==> src/rtl/add8u_share_pkg.sv <==
// Shared widths, the S1 stage record and the round-robin pick used by add8u_share_arb.
package add8u_share_pkg;

    localparam int OP_W     = 8;
    localparam int RES_W    = 9;
    localparam int OPS_W    = 16;
    localparam int ERRSUM_W = 24;
    localparam int ERRMAX_W = 9;
    localparam int ID_MAXW  = 3;

    typedef struct packed {
        logic                valid;
        logic [OP_W-1:0]     a;
        logic [OP_W-1:0]     b;
        logic [ID_MAXW-1:0]  id;
    } s1_stage_t;

    // Returns {found, index}: first set bit of vld at or above ptr, wrapping modulo n.
    function automatic logic [ID_MAXW:0] rr_pick(input logic [7:0] vld,
                                                 input logic [ID_MAXW-1:0] ptr,
                                                 input int unsigned n);
        logic [ID_MAXW:0] res;
        logic [3:0]       idx;
        res = 4'd0;
        for (int k = 7; k >= 0; k--) begin
            if (k < int'(n)) begin
                idx = 4'(ptr) + 4'(k);
                if (idx >= 4'(n)) begin
                    idx = idx - 4'(n);
                end else begin
                    idx = idx;
                end
                if (vld[idx[2:0]]) begin
                    res = {1'b1, idx[2:0]};
                end else begin
                    res = res;
                end
            end else begin
                res = res;
            end
        end
        return res;
    endfunction

endpackage

==> src/rtl/add8u_core.sv <==
// Lower-part-OR approximate 8-bit adder: bits [1:0] are ORed, the upper six
// bits add exactly with a carry guessed from A[1]&B[1].
module add8u_core
    import add8u_share_pkg::*;
(
    input  logic [OP_W-1:0]  A,
    input  logic [OP_W-1:0]  B,
    output logic [RES_W-1:0] O
);

    logic [6:0] hi_s;

    assign hi_s = {1'b0, A[7:2]} + {1'b0, B[7:2]} + {6'd0, A[1] & B[1]};
    assign O    = {hi_s, A[1:0] | B[1:0]};

endmodule

==> src/rtl/add8u_share_arb.sv <==
// Round-robin share of one add8u_core across NREQ requesters, 2-stage pipeline.
// Define ADD8U_SHARE_ERRSTAT_EN to build the approximate-vs-exact error statistics.
module add8u_share_arb
    import add8u_share_pkg::*;
#(
    parameter  int NREQ = 4,
    localparam int IDW  = $clog2(NREQ)
) (
    input  logic                 clk,
    input  logic                 rst_n,
    input  logic [NREQ-1:0]      req_valid,
    output logic [NREQ-1:0]      req_ready,
    input  logic [NREQ*8-1:0]    req_a,
    input  logic [NREQ*8-1:0]    req_b,
    output logic                 rsp_valid,
    input  logic                 rsp_ready,
    output logic [RES_W-1:0]     rsp_sum,
    output logic [IDW-1:0]       rsp_id,
    input  logic                 stat_clr,
    output logic [OPS_W-1:0]     stat_ops,
    output logic [ERRSUM_W-1:0]  stat_err_sum,
    output logic [ERRMAX_W-1:0]  stat_err_max
);

    logic [IDW-1:0]     ptr_q, ptr_d;
    s1_stage_t          s1_q, s1_d;
    logic               rsp_valid_q, rsp_valid_d;
    logic [RES_W-1:0]   rsp_sum_q, rsp_sum_d;
    logic [IDW-1:0]     rsp_id_q, rsp_id_d;

    logic               s2_adv_s, s1_adv_s, accept_s;
    logic [7:0]         vld8_s;
    logic [ID_MAXW:0]   pick_s;
    logic [ID_MAXW-1:0] win_s;
    logic [RES_W-1:0]   core_o_s;

    add8u_core u_core (
        .A (s1_q.a),
        .B (s1_q.b),
        .O (core_o_s)
    );

    assign s2_adv_s = !rsp_valid_q || rsp_ready;
    assign s1_adv_s = !s1_q.valid || s2_adv_s;

    // Arbitration, handshake and next state of pointer and both stages.
    always_comb begin
        vld8_s                 = 8'd0;
        vld8_s[NREQ-1:0]       = req_valid;
        pick_s                 = rr_pick(vld8_s, ID_MAXW'(ptr_q), NREQ);
        win_s                  = pick_s[ID_MAXW-1:0];
        accept_s               = pick_s[ID_MAXW] & s1_adv_s;
        req_ready              = '0;
        ptr_d                  = ptr_q;
        s1_d                   = s1_q;
        rsp_valid_d            = rsp_valid_q;
        rsp_sum_d              = rsp_sum_q;
        rsp_id_d               = rsp_id_q;
        if (accept_s) begin
            req_ready[win_s] = 1'b1;
            s1_d.valid       = 1'b1;
            s1_d.a           = req_a[8*win_s +: 8];
            s1_d.b           = req_b[8*win_s +: 8];
            s1_d.id          = win_s;
            ptr_d            = (win_s == ID_MAXW'(NREQ-1)) ? '0 : IDW'(win_s + 3'd1);
        end else if (s1_adv_s) begin
            s1_d.valid = 1'b0;
        end else begin
            s1_d = s1_q;
        end
        if (s2_adv_s) begin
            rsp_valid_d = s1_q.valid;
            rsp_sum_d   = core_o_s;
            rsp_id_d    = IDW'(s1_q.id);
        end else begin
            rsp_valid_d = rsp_valid_q;
        end
    end

    // Pipeline and pointer registers.
    always_ff @(posedge clk or negedge rst_n) begin
        if (!rst_n) begin
            ptr_q       <= '0;
            s1_q        <= '0;
            rsp_valid_q <= 1'b0;
            rsp_sum_q   <= '0;
            rsp_id_q    <= '0;
        end else begin
            ptr_q       <= ptr_d;
            s1_q        <= s1_d;
            rsp_valid_q <= rsp_valid_d;
            rsp_sum_q   <= rsp_sum_d;
            rsp_id_q    <= rsp_id_d;
        end
    end

    assign rsp_valid = rsp_valid_q;
    assign rsp_sum   = rsp_sum_q;
    assign rsp_id    = rsp_id_q;

`ifdef ADD8U_SHARE_ERRSTAT_EN
    logic [OPS_W-1:0]    ops_q, ops_d;
    logic [ERRSUM_W-1:0] esum_q, esum_d;
    logic [ERRMAX_W-1:0] emax_q, emax_d;
    logic [RES_W-1:0]    exact_s, err_s;
    logic [ERRSUM_W:0]   esum_ext_s;

    // Error of the approximate sum against the exact one, accumulated with saturation.
    always_comb begin
        exact_s    = {1'b0, s1_q.a} + {1'b0, s1_q.b};
        err_s      = (exact_s >= core_o_s) ? (exact_s - core_o_s) : (core_o_s - exact_s);
        esum_ext_s = {1'b0, esum_q} + (ERRSUM_W+1)'(err_s);
        ops_d      = ops_q;
        esum_d     = esum_q;
        emax_d     = emax_q;
        if (stat_clr) begin
            ops_d  = '0;
            esum_d = '0;
            emax_d = '0;
        end else if (s2_adv_s && s1_q.valid) begin
            ops_d  = (ops_q == '1) ? ops_q : ops_q + 16'd1;
            esum_d = esum_ext_s[ERRSUM_W] ? '1 : esum_ext_s[ERRSUM_W-1:0];
            emax_d = (err_s > emax_q) ? err_s : emax_q;
        end else begin
            ops_d = ops_q;
        end
    end

    // Statistics registers.
    always_ff @(posedge clk or negedge rst_n) begin
        if (!rst_n) begin
            ops_q  <= '0;
            esum_q <= '0;
            emax_q <= '0;
        end else begin
            ops_q  <= ops_d;
            esum_q <= esum_d;
            emax_q <= emax_d;
        end
    end

    assign stat_ops     = ops_q;
    assign stat_err_sum = esum_q;
    assign stat_err_max = emax_q;
`else
    logic unused_stat_clr_s;

    assign unused_stat_clr_s = stat_clr;
    assign stat_ops          = '0;
    assign stat_err_sum      = '0;
    assign stat_err_max      = '0;
`endif

endmodule

==> config.mk <==
export PLATFORM = sky130hd
export DESIGN_NAME = add8u_share_arb
export DESIGN_NICKNAME = d
export VERILOG_FILES = /design/src/rtl/add8u_share_pkg.sv /design/src/rtl/add8u_core.sv /design/src/rtl/add8u_share_arb.sv
export SDC_FILE = /design/constraint.sdc
export NUM_CORES = 1
export LEC_CHECK = 0
export ABC_AREA = 1
export ABC_CLOCK_PERIOD_IN_PS = 2200
export CORE_MARGIN = 2
export CORE_UTILIZATION = 38
export CTS_CLUSTER_SIZE = 8
export DETAILED_ROUTE_END_ITERATION = 8
export MAX_ROUTING_LAYER = met4
export PLACE_DENSITY = 0.75
export SLEW_MARGIN = 5
export SYNTH_ARGS = -nofsm -noshare
export SYNTH_HDL_FRONTEND = slang
export SYNTH_HIERARCHICAL = 1
export SYNTH_SLANG_ARGS = --single-unit
==> constraint.sdc <==
create_clock -name clk -period 2.2 [get_ports clk]
set_clock_uncertainty 0.15 [all_clocks]
set_input_delay 0.33 -clock clk [delete_from_list [all_inputs] [get_ports clk]]
set_output_delay 0.33 -clock clk [all_outputs]
set_load 0.05 [all_outputs]
* Yosys cells after proc, flatten, opt, wreduce, memory -nomap -nowiden
Cells that the tools add are included.
Storage, ports and cells: word-level logic and storage cells 62, bits of input ports 72, register bits 34
Operators by class: eq/ne operators 1, reductions and logical operators 6, muxes and demuxes 22, $add $sub $neg 10, magnitude comparators 10, bitwise gates (word level) 3, shift-type cells 2
Operator list (number):
- variable part select 32 x 7 -> 8 bit | 2
- two-way mux 20 bit | 1
- two-way mux 4 bit | 5
- less-than comparator 3 x 4 -> 1 bit, second input constant | 4
- binary-select mux 1 bit (select 3 bit) | 4
- two-way mux 3 bit | 4
- greater-or-equal comparator 3 bit, second input constant | 3
- subtractor 3 bit, second input constant | 3
- adder 6 x 6 -> 7 bit | 1
- adder 7 x 1 -> 7 bit | 1
- adder 2 x 2 -> 3 bit, second input constant | 2
- two-way mux 1 bit | 6
- adder 2 x 1 -> 3 bit, second input constant | 1
- equality test 3 x 2 -> 1 bit, second input constant | 1
- greater-or-equal comparator 2 x 3 -> 1 bit, second input constant | 1
- greater-or-equal comparator 3 x 1 -> 1 bit, second input constant | 1
- less-than comparator 3 bit, second input constant | 1
- subtractor 2 x 3 -> 3 bit, second input constant | 1
- adder 2 x 1 -> 2 bit, second input constant | 1
- bitwise AND 1 bit | 2
- demux 1 bit (select 2 bit) | 1
- zero test 1 bit | 2
- logical OR 1 bit | 2
- two-way mux 2 bit | 1
- other kinds (3) | 3

* Longest topological paths before layout
Gate-level depths: netlist of the first run.
word-level depth 14, mapped depth 17

* Hierarchy
The synthesis of the first run kept the hierarchy.
By module, submodules not included:
- add8u_share_arb | cells an instance 425, instances 1, area an instance 2737.6 um2, sequential area each 825.8 um2
- add8u_core | cells an instance 43, instances 1, area an instance 275.3 um2, sequential area each 0.0 um2

* Worst setup path after synthesis of the first run
OpenSTA, ideal clock, no wires.
path kind reg2out, start point register ptr_q[0], end point output port req_ready[2], arrival 2.786 ns, data required time 1.720 ns, setup slack -1.066 ns, stages on the path, launching flop included 12, path buffers 2, cell sequence dfrtp_1 > inv_4 > ha_1 > nand3_1 > nand2_2 > o21ai_0 > inv_1 > nand2_1 > nand2_1 > buf_6 > buf_2 > nor3_1
Between the ends: cells in the longest elaborated chain, start to end 14, elaborated cells between the ends (all ways) 34
RTL lines:
- start: declaration | line add8u_share_arb.sv:25 | logic [IDW-1:0] ptr_q, ptr_d;
- start signal: assignment | line add8u_share_arb.sv:89 | ptr_q <= ptr_d;
- adder 2 x 2 -> 3 bit | line add8u_share_pkg.sv:27 | idx = 4'(ptr) + 4'(k);
- subtractor 3 bit / greater-or-equal comparator 3 bit (equally long branches) | line add8u_share_pkg.sv:29, add8u_share_pkg.sv:28
- two-way mux 3 bit | line add8u_share_pkg.sv:28 | if (idx >= 4'(n)) begin
- binary-select mux 1 bit (select 3 bit) | line add8u_share_pkg.sv:33 | if (vld[idx[2:0]]) begin
- two-way mux 1 bit (not written as such) | line add8u_share_pkg.sv:33
- two-way mux 4 bit (3 in series) | line add8u_share_pkg.sv:33
- two-way mux 4 bit (*) | line add8u_share_pkg.sv:33
- greater-or-equal comparator 3 x 1 -> 1 bit (not written as such) / less-than comparator 3 bit (equally long branches) | line add8u_share_arb.sv:60 | req_ready[win_s] = 1'b1;
- logical AND 1 bit (not written as such) | line add8u_share_arb.sv:60
- two-way mux 1 bit (not written as such) | line add8u_share_arb.sv:60
- demux 1 bit (select 2 bit) | line add8u_share_arb.sv:60
- two-way mux 4 bit (*) | line add8u_share_arb.sv:59 | if (accept_s) begin
- end: declaration | line add8u_share_arb.sv:12 | output logic [NREQ-1:0] req_ready,
Mark *: on every way between the ends. The rest lies on a longest branch, timed or not. The select of a mux whose other input is x is not followed.

* Final worst setup path of the first run
Ends and elaborated chain as after synthesis.

==> run metrics, run 1 <==
run status complete, but fails checks; failing checks setup timing; Clk Latency, worst-skew pair 290 ps; Placement Rows 32; Die Area 0.00866 mm^2; largest net degree at the start of global routing 34; Min Clock Period, post-route 2630 ps; post-DR wirelength/cell 12.0 um; Fillers 714; pre-CTS setup slack -348 ps; endpoints failing hold 0; Worst path max stage delay 440 ps; TritonCTS Buffers 5; Nets 662; final worst slack -428 ps; H-tree level count 2; final worst path period share 1.19; drc violations 0; Crit Path Class reg -> out; XOR/XNOR share of the synthesized area 0.00872; boundary pin count 137; via/cell ratio 4.52; # diodes 0; worst-path cell with the longest stage delay dfrtp_2; Setup crit end kind output pin; area of the mapped netlist 0.00301 mm^2; Design Area, Final 0.00439 mm^2; simple-gate share of the synthesized area 0.403; clk root buf clkbuf_8; number of global-route vias before repair 2895; Critical Path Fanout Max 4; Critical Path AT 2150 ps; Die Ht 93.0 um; Yosys top cell by area dfrtp_1; startpoint types flop; first-pass GRT wire length 12.5 mm; CTS max path bufs 2; Final setup violation count 20; top area cells in the synthesized netlist dfrtp_1, nand2_1, buf_4, nand3_1, inv_1; Mapped Avg Cell Area 6.44 um^2; Worst-path clk slew 70 ps; post-route setup TNS -4540 ps; largest family of logic cells by synthesized area simple AND/OR/NAND/NOR gates; layout overhead on the synthesized area 45.6%; Mapped Cells 468; CTS tree yes; Critical Path RT 1720 ps; core area 0.00769 mm^2; post-synthesis cell type count 31; post-synthesis compound-gate area fraction 0.0187; final WL 8.19 mm; Seq cells post-synth 33; Initial DRT Pass Iterations 5; Post-Synth Adder-Cell Area 0.0548; GP Congestion 0.860; vias 3077; Finished Core Util 0.570; dpl hpwl 5.91 mm; Horiz. Die Dim 93.0 um; sequential area share after synthesis 0.274; CTS sink count 33; GRT overflow 0; Yosys warning count 6; IO buf count 86; Initial Util 0.392; initial antenna violation count 0; f_max 0.381 GHz; post-synth top area share 0.274; DR iter-0 viols 166; Hold Path Class in -> async; Max Cap Viol 0; proportion of synthesized area in mux cells 0; share of cells above drive strength 1 0.178; unrepaired setup endpoints after global routing true; Placed Area 0.00397 mm^2; # hold bufs at CTS 0; total track usage 0.184; max-slew violation count 0; crit-path cells inv_4, ha_4, inv_4, nand3_4, inv_2, nor2_4, nand2_2, nand2_2, nand2_4, nand2_8, nand2_4, nor3_4, buf_6; antenna-violating nets left 0
[layout by cell type, fill, tap and decap left out, drive strengths merged]
cell type,count
buf,37
bufbuf,1
or2,2
nand4,1
nand2,203
ha,10
nor3,3
clkbuf,8
a21oi,3
dfrtp,33
inv,61
nor2,11
nand3,61
o21a,1
xor2,1
nand3b,1
xnor2,2
clkdlybuf4s50,82
o21ai,6
clkinv,1
fa,2
conb,49
[flip-flops by register name (all words and copies together), names as in the netlist]
name,count
rsp_id,2
rsp_valid,1
s1_q,19
ptr_q,2
rsp_sum,9
[synth_stat cells, drive strengths merged]
| library cell | number |
|---|---|
| o21a | 1 |
| ha | 10 |
| a21oi | 3 |
| dfrtp | 33 |
| clkbuf | 2 |
| buf | 64 |
| nor3 | 3 |
| nand4 | 1 |
| conb | 1 |
| nand2 | 203 |
| xnor2 | 2 |
| o21ai | 6 |
| or2 | 2 |
| nand3b | 1 |
| xor2 | 1 |
| nand3 | 61 |
| inv | 61 |
| nor2 | 11 |
| fa | 2 |
[what timing repair did]
item	in CTS	in global routing
endpoints found under the setup margin	20	21
resized for setup	25	30
cloned	1	1
pin swaps	14	14
buffers inserted	7	2
[path summary, 6_finish.rpt]
path                                      start                    end  slack (ps)  depth (start not counted)
max                        ptr_q[0]$_DFFE_PN0P_           req_ready[2]        -430                         13
min                                       rst_n   ptr_q[1]$_DFFE_PN0P_         300                          2
max reg2reg                ptr_q[0]$_DFFE_PN0P_    s1_q[4]$_DFFE_PN0P_        -290                         17
min reg2reg                s1_q[19]$_DFFE_PN0P_  rsp_valid$_DFFE_PN0P_         300                          2
max in group asynchronous                 rst_n   ptr_q[0]$_DFFE_PN0P_        1300                          2
min in group clk           s1_q[19]$_DFFE_PN0P_  rsp_valid$_DFFE_PN0P_         300                          2
[worst max-delay path: cells and delay by family (launching register included)]
kind,cells,cell delay (ps)
buffers and inverters,4,350
DFF,1,440
and+or+nand+nor,8,760
adders and majority gates,1,300
[metrics by stage]
stage	std cells	hold slack (ps)
2_1_floorplan	516	-116
3_3_place_gp	665	278
3_5_place_dp	665	282
4_1_cts	681	297
5_1_grt	681	323
6_report	681	296
[routing by layer]
layer,share of wire,global-route usage
met1,0.39,0.207
met2,0.51,0.332
met3,0.075,0.0298
met4,0.025,0.0650
met5,0,-
[layout make-up]
type	instances	area [um^2]	share of cell area
Multi-Input combinational cell	356	1860	0.424
Timing Repair Buffer	121	1230	0.281
Sequential cell	33	828	0.189
Inverter	61	236	0.0539
Tap cell	102	128	0.0291
Clock buffer	7	96.3	0.0220
Clock inverter	1	5.00	0.00114
[cells by family (layout without fill, tap and decap cells)]
kind of cell    count (synthesis)  count (layout)
other cells                     1              49
compound gates                 10              10
buf+inv                       127             190
fa+ha+maj                      12              12
flops                          33              33
simple gates                  282             282
xor+xnor                        3               3
Power of run 1 is left out: the tool's default activity adds up to more than one toggle a clock period on the data nets, which glitch-free logic cannot reach.
==> inputs of run 2 (changes only) <==
CORE_MARGIN = 4   (was 2)
==> run metrics, run 2 (same netlist as run 1, synthesis figures left out) <==
Placement Rows 32 (unchanged); Worst path max stage delay 460 ps (+20 ps); dpl hpwl 6.14 mm (+4.0%); unrepaired setup endpoints after global routing true; Top reg by flops s1_q; antenna-violating nets left 0 (unchanged); core area 0.00773 mm^2 (+0.52%); GP Congestion 0.852 (-1.0%); startpoint types flop; GRT overflow 0 (unchanged); met3 Track Usage GR 0.0281 (-0.00170); # diodes 0 (unchanged); most frequent cells in the layout nand2_1, clkdlybuf4s50_1, inv_1; Nets 666 (+0.60%); TritonCTS Buffers 5 (unchanged); vias 3070 (-0.23%); Die Area 0.00942 mm^2 (+8.8%); Final setup violation count 20 (unchanged); # hold bufs at CTS 0 (unchanged); DR iter-0 viols 122 (-27%); Horiz. Die Dim 97.0 um (+4.3%); run status complete, but fails checks; measured slew at the worst slew-check pin 497 ps; H-tree level count 2 (unchanged); worst rel slew slack 0.668; number of global-route vias before repair 2900 (+0.17%); Finished Core Util 0.569 (-0.00166); clk root buf clkbuf_8; Worst-path clk slew 70 ps (about the same); met1 usage 0.203 (-0.00347); f_max 0.382 GHz (+0.46%); Max Cap Viol 0 (unchanged); CTS tree yes; Setup crit end kind output pin; IO buf count 86 (unchanged); Clk Latency, worst-skew pair 280 ps (about the same); share of cells above drive strength 1 0.196 (+0.0176); boundary pin count 137 (unchanged); first-pass GRT wire length 12.9 mm (+2.7%); Initial Util 0.390 (-0.00203); leading cell type in the layout, fill and taps excluded nand2_1; storage element area 828 um^2 (unchanged); CTS sink count 33 (unchanged); worst-path cell with the longest stage delay dfrtp_2; pre-CTS setup slack -309 ps (+39.7 ps); total track usage 0.167 (-0.0166); final WL 7.93 mm (-3.2%); area of the multi-input gates 0.00188 mm^2 (+1.1%); crit-path cells inv_2, ha_4, inv_4, nand2_1, o21ai_1, nand2_1, nand2_1, nand2_2, buf_4, nor3_4, buf_6; Critical Path AT 2140 ps (about the same); Die Ht 97.0 um (+4.3%); Cell Count Post-Placement 666 (+0.15%); initial antenna violation count 0 (unchanged); via/cell ratio 4.48 (-0.81%); crit-path most repeated cell nand2_1; max reg flops 19 (unchanged); Non-Filler Instances 685 (+0.59%); post-DR wirelength/cell 11.6 um (-3.7%); Fillers 729 (+2.1%); CTS max path bufs 2 (unchanged); endpoints failing hold 0 (unchanged); Top Usage Layer GRT met2; max-slew violation count 0 (unchanged); Min Clock Period, post-route 2620 ps (-12.0 ps); final worst path period share 1.19 (-0.00547); final worst slack -416 ps (+12.0 ps); Design Area, Final 0.00440 mm^2 (+0.23%); layout overhead on the synthesized area 45.9%; Critical Path Fanout Max 5 (+1); Crit Path Class reg -> out; Initial DRT Pass Iterations 4 (-1); met2 Use GR 0.285 (-0.0470); Hold Path Class in -> async; largest net degree at the start of global routing 34 (unchanged); Placed Area 0.00398 mm^2 (+0.19%); failing checks setup timing; Critical Path RT 1720 ps (about the same); drc violations 0 (unchanged)
run 2: cell types whose count changed in the layout (fill, tap and decap cells not counted), sizes merged:
cell | before | now
clkinv | 1 | 0
bufbuf | 1 | 0
buf | 37 | 43
run 2: path summary, 6_finish.rpt:
check	slack, ps	cells after the start	start	end
min in group clk	310	2	s1_q[19]$_DFFE_PN0P_	rsp_valid$_DFFE_PN0P_
max in group asynchronous	1290	2	rst_n	ptr_q[0]$_DFFE_PN0P_
hold reg to reg	310	2	s1_q[19]$_DFFE_PN0P_	rsp_valid$_DFFE_PN0P_
hold / removal	300	2	rst_n	rsp_valid$_DFFE_PN0P_
setup reg to reg	-220	18	ptr_q[0]$_DFFE_PN0P_	s1_q[9]$_DFFE_PN0P_
setup / recovery	-420	11	ptr_q[1]$_DFFE_PN0P_	req_ready[2]
run 2: layout make-up:
cell class,count,share of cell area
Clock buffer,8,0.0205
Inverter,61,0.0538
Multi-Input combinational cell,356,0.428
Sequential cell,33,0.188
Tap cell,102,0.0290
Timing Repair Buffer,125,0.281
run 2: repair_timing:
action	in CTS	in global routing
gates cloned	1	0
resized for setup	24	37
pin swaps	3	9
setup endpoints to repair	20	21
buffers inserted	5	6
run 2: routing by layer:
layer / up-vias / part of all wire
met5: - / 0
met2: 115 / 0.48
met4: 0 / 0.017
met3: 13 / 0.070
li1: 1552 / -
met1: 1390 / 0.43
run 2: critical path, delay by kind of cell (launching register included):
kind	cells	cell delay, ps
AO/OA/AOI/OAI	1	170
adder cells (fa/ha/maj)	1	230
buffers and inverters	4	500
flip-flops	1	460
AND/OR/NAND/NOR	5	490
run 2: stage by stage:
| stage | hold slack [ps] | setup TNS [ps] |
|---|---|---|
| after floorplan | -116 | -976 |
| after global placement | 282 | -2860 |
| after detailed placement | 294 | -3800 |
| after CTS | 306 | -2760 |
| after global routing | 325 | -7760 |
| final | 300 | -4800 |
Power of run 2 is left out for the same reason.
==> inputs of run 3 (changes only) <==
SKIP_CTS_REPAIR_TIMING = 1   (was unset)
==> run metrics, run 3 (same netlist as run 1, synthesis figures left out) <==
antenna-violating nets left 0 (unchanged); vias 3041 (-0.94%); Critical Path Fanout Max 4 (-1); f_max 0.387 GHz (+1.2%); run status complete, but fails checks; via/cell ratio 4.48 (about the same); max reg flops 19 (unchanged); DR iter-0 viols 96 (-21%); Initial Util 0.390 (unchanged); GP Congestion 0.852 (unchanged); Top reg by flops s1_q; leading cell type in the layout, fill and taps excluded nand2_1; area of the multi-input gates 0.00183 mm^2 (-2.7%); IO buf count 86 (unchanged); most frequent cells in the layout nand2_1, clkdlybuf4s50_1, inv_1; post-route setup TNS -2640 ps (+2160 ps); largest net degree at the start of global routing 34 (unchanged); Final setup violation count 20 (unchanged); # diodes 0 (unchanged); Critical Path RT 1720 ps (about the same); final WL 7.82 mm (-1.4%); layout overhead on the synthesized area 43.0%; storage element area 828 um^2 (unchanged); H-tree level count 2 (unchanged); number of global-route vias before repair 2826 (-2.6%); first-pass GRT wire length 12.5 mm (-2.6%); boundary pin count 137 (unchanged); Clk Latency, worst-skew pair 280 ps (about the same); Initial DRT Pass Iterations 4 (unchanged); drc violations 0 (unchanged); final worst slack -384 ps (+31.9 ps); Crit Path Class reg -> out; post-DR wirelength/cell 11.5 um (-0.50%); final worst path period share 1.17 (-0.0145); startpoint types flop; Setup crit end kind output pin; CTS tree yes; GRT overflow 0 (unchanged); core area 0.00773 mm^2 (unchanged); Die Area 0.00942 mm^2 (unchanged); Horiz. Die Dim 97.0 um (unchanged); Hold Path Class in -> async; Max Cap Viol 0 (unchanged); unrepaired setup endpoints after global routing true; worst rel slew slack 0.668 (unchanged); Die Ht 97.0 um (unchanged); Nets 660 (-0.90%); CTS sink count 33 (unchanged); TritonCTS Buffers 5 (unchanged); Placement Rows 32 (unchanged); Critical Path AT 2100 ps (-40 ps); measured slew at the worst slew-check pin 497 ps (unchanged); endpoints failing hold 0 (unchanged); initial antenna violation count 0 (unchanged); total track usage 0.162 (-0.00514); dpl hpwl 6.14 mm (unchanged); Fillers 733 (+0.55%); failing checks setup timing; Worst-path clk slew 70 ps (about the same); max-slew violation count 0 (unchanged); Min Clock Period, post-route 2580 ps (-31.9 ps); share of cells above drive strength 1 0.172 (-0.0240); CTS max path bufs 2 (unchanged); clk root buf clkbuf_8
## run 3: changes by cell type in the layout (fill, tap and decap cells not counted), moves of 2 or more
cell	delta
buf_4	-6
nand3_4	-2
buf_12	+2
nand2_2	-5
buf_8	-2
nand2_4	-2
nand2_1	+7
## run 3: final timing paths
kind / startpoint / endpoint / slack [ps] / depth (start not counted)
worst max-delay path: ptr_q[0]$_DFFE_PN0P_ / req_ready[3] / -380 / 12
worst min-delay path: rst_n / rsp_valid$_DFFE_PN0P_ / 300 / 2
worst max register to register: ptr_q[0]$_DFFE_PN0P_ / s1_q[16]$_DFFE_PN0P_ / -90 / 17
worst min register to register: s1_q[19]$_DFFE_PN0P_ / rsp_valid$_DFFE_PN0P_ / 310 / 2
max in group asynchronous: rst_n / ptr_q[0]$_DFFE_PN0P_ / 1300 / 2
min in group clk: s1_q[19]$_DFFE_PN0P_ / rsp_valid$_DFFE_PN0P_ / 310 / 2
## run 3: stage by stage
stage,utilization,worst slack [ps],hold WS (ps),cells,cell area [um^2]
finish,0.557,-384,299,679,4310
global route,0.557,-536,325,679,4310
CTS,0.527,-534,306,674,4070
detailed placement,0.515,-309,294,666,3980
global placement,0.515,-263,282,666,3980
floorplan,-,-334,-116,516,3270
## run 3: final cells by class
type	count	area share
clock buffer	8	0.0209
multi-input combinational	356	0.425
inverter	61	0.0549
sequential	33	0.192
timing repair buffer	119	0.278
tap	102	0.0296
## run 3: per-layer routing
metal	vias up	GRT usage	share of wire
met5	-	-	0
met4	0	0.0443	0.021
met3	16	0.0296	0.081
met2	129	0.277	0.48
met1	1361	0.197	0.42
li1	1535	-	-
## run 3: worst max-delay path, cell delays in order, from the launching register on
cell	delay, ps
dfrtp_2	460
inv_4	100
ha_4	220
inv_4	70
nand2_2	70
nand2_2	90
nand3_2	90
nor3_4	270
nor2_4	80
inv_4	100
buf_12	100
nor2_4	20
buf_6	140
Power of run 3 is left out for the same reason.
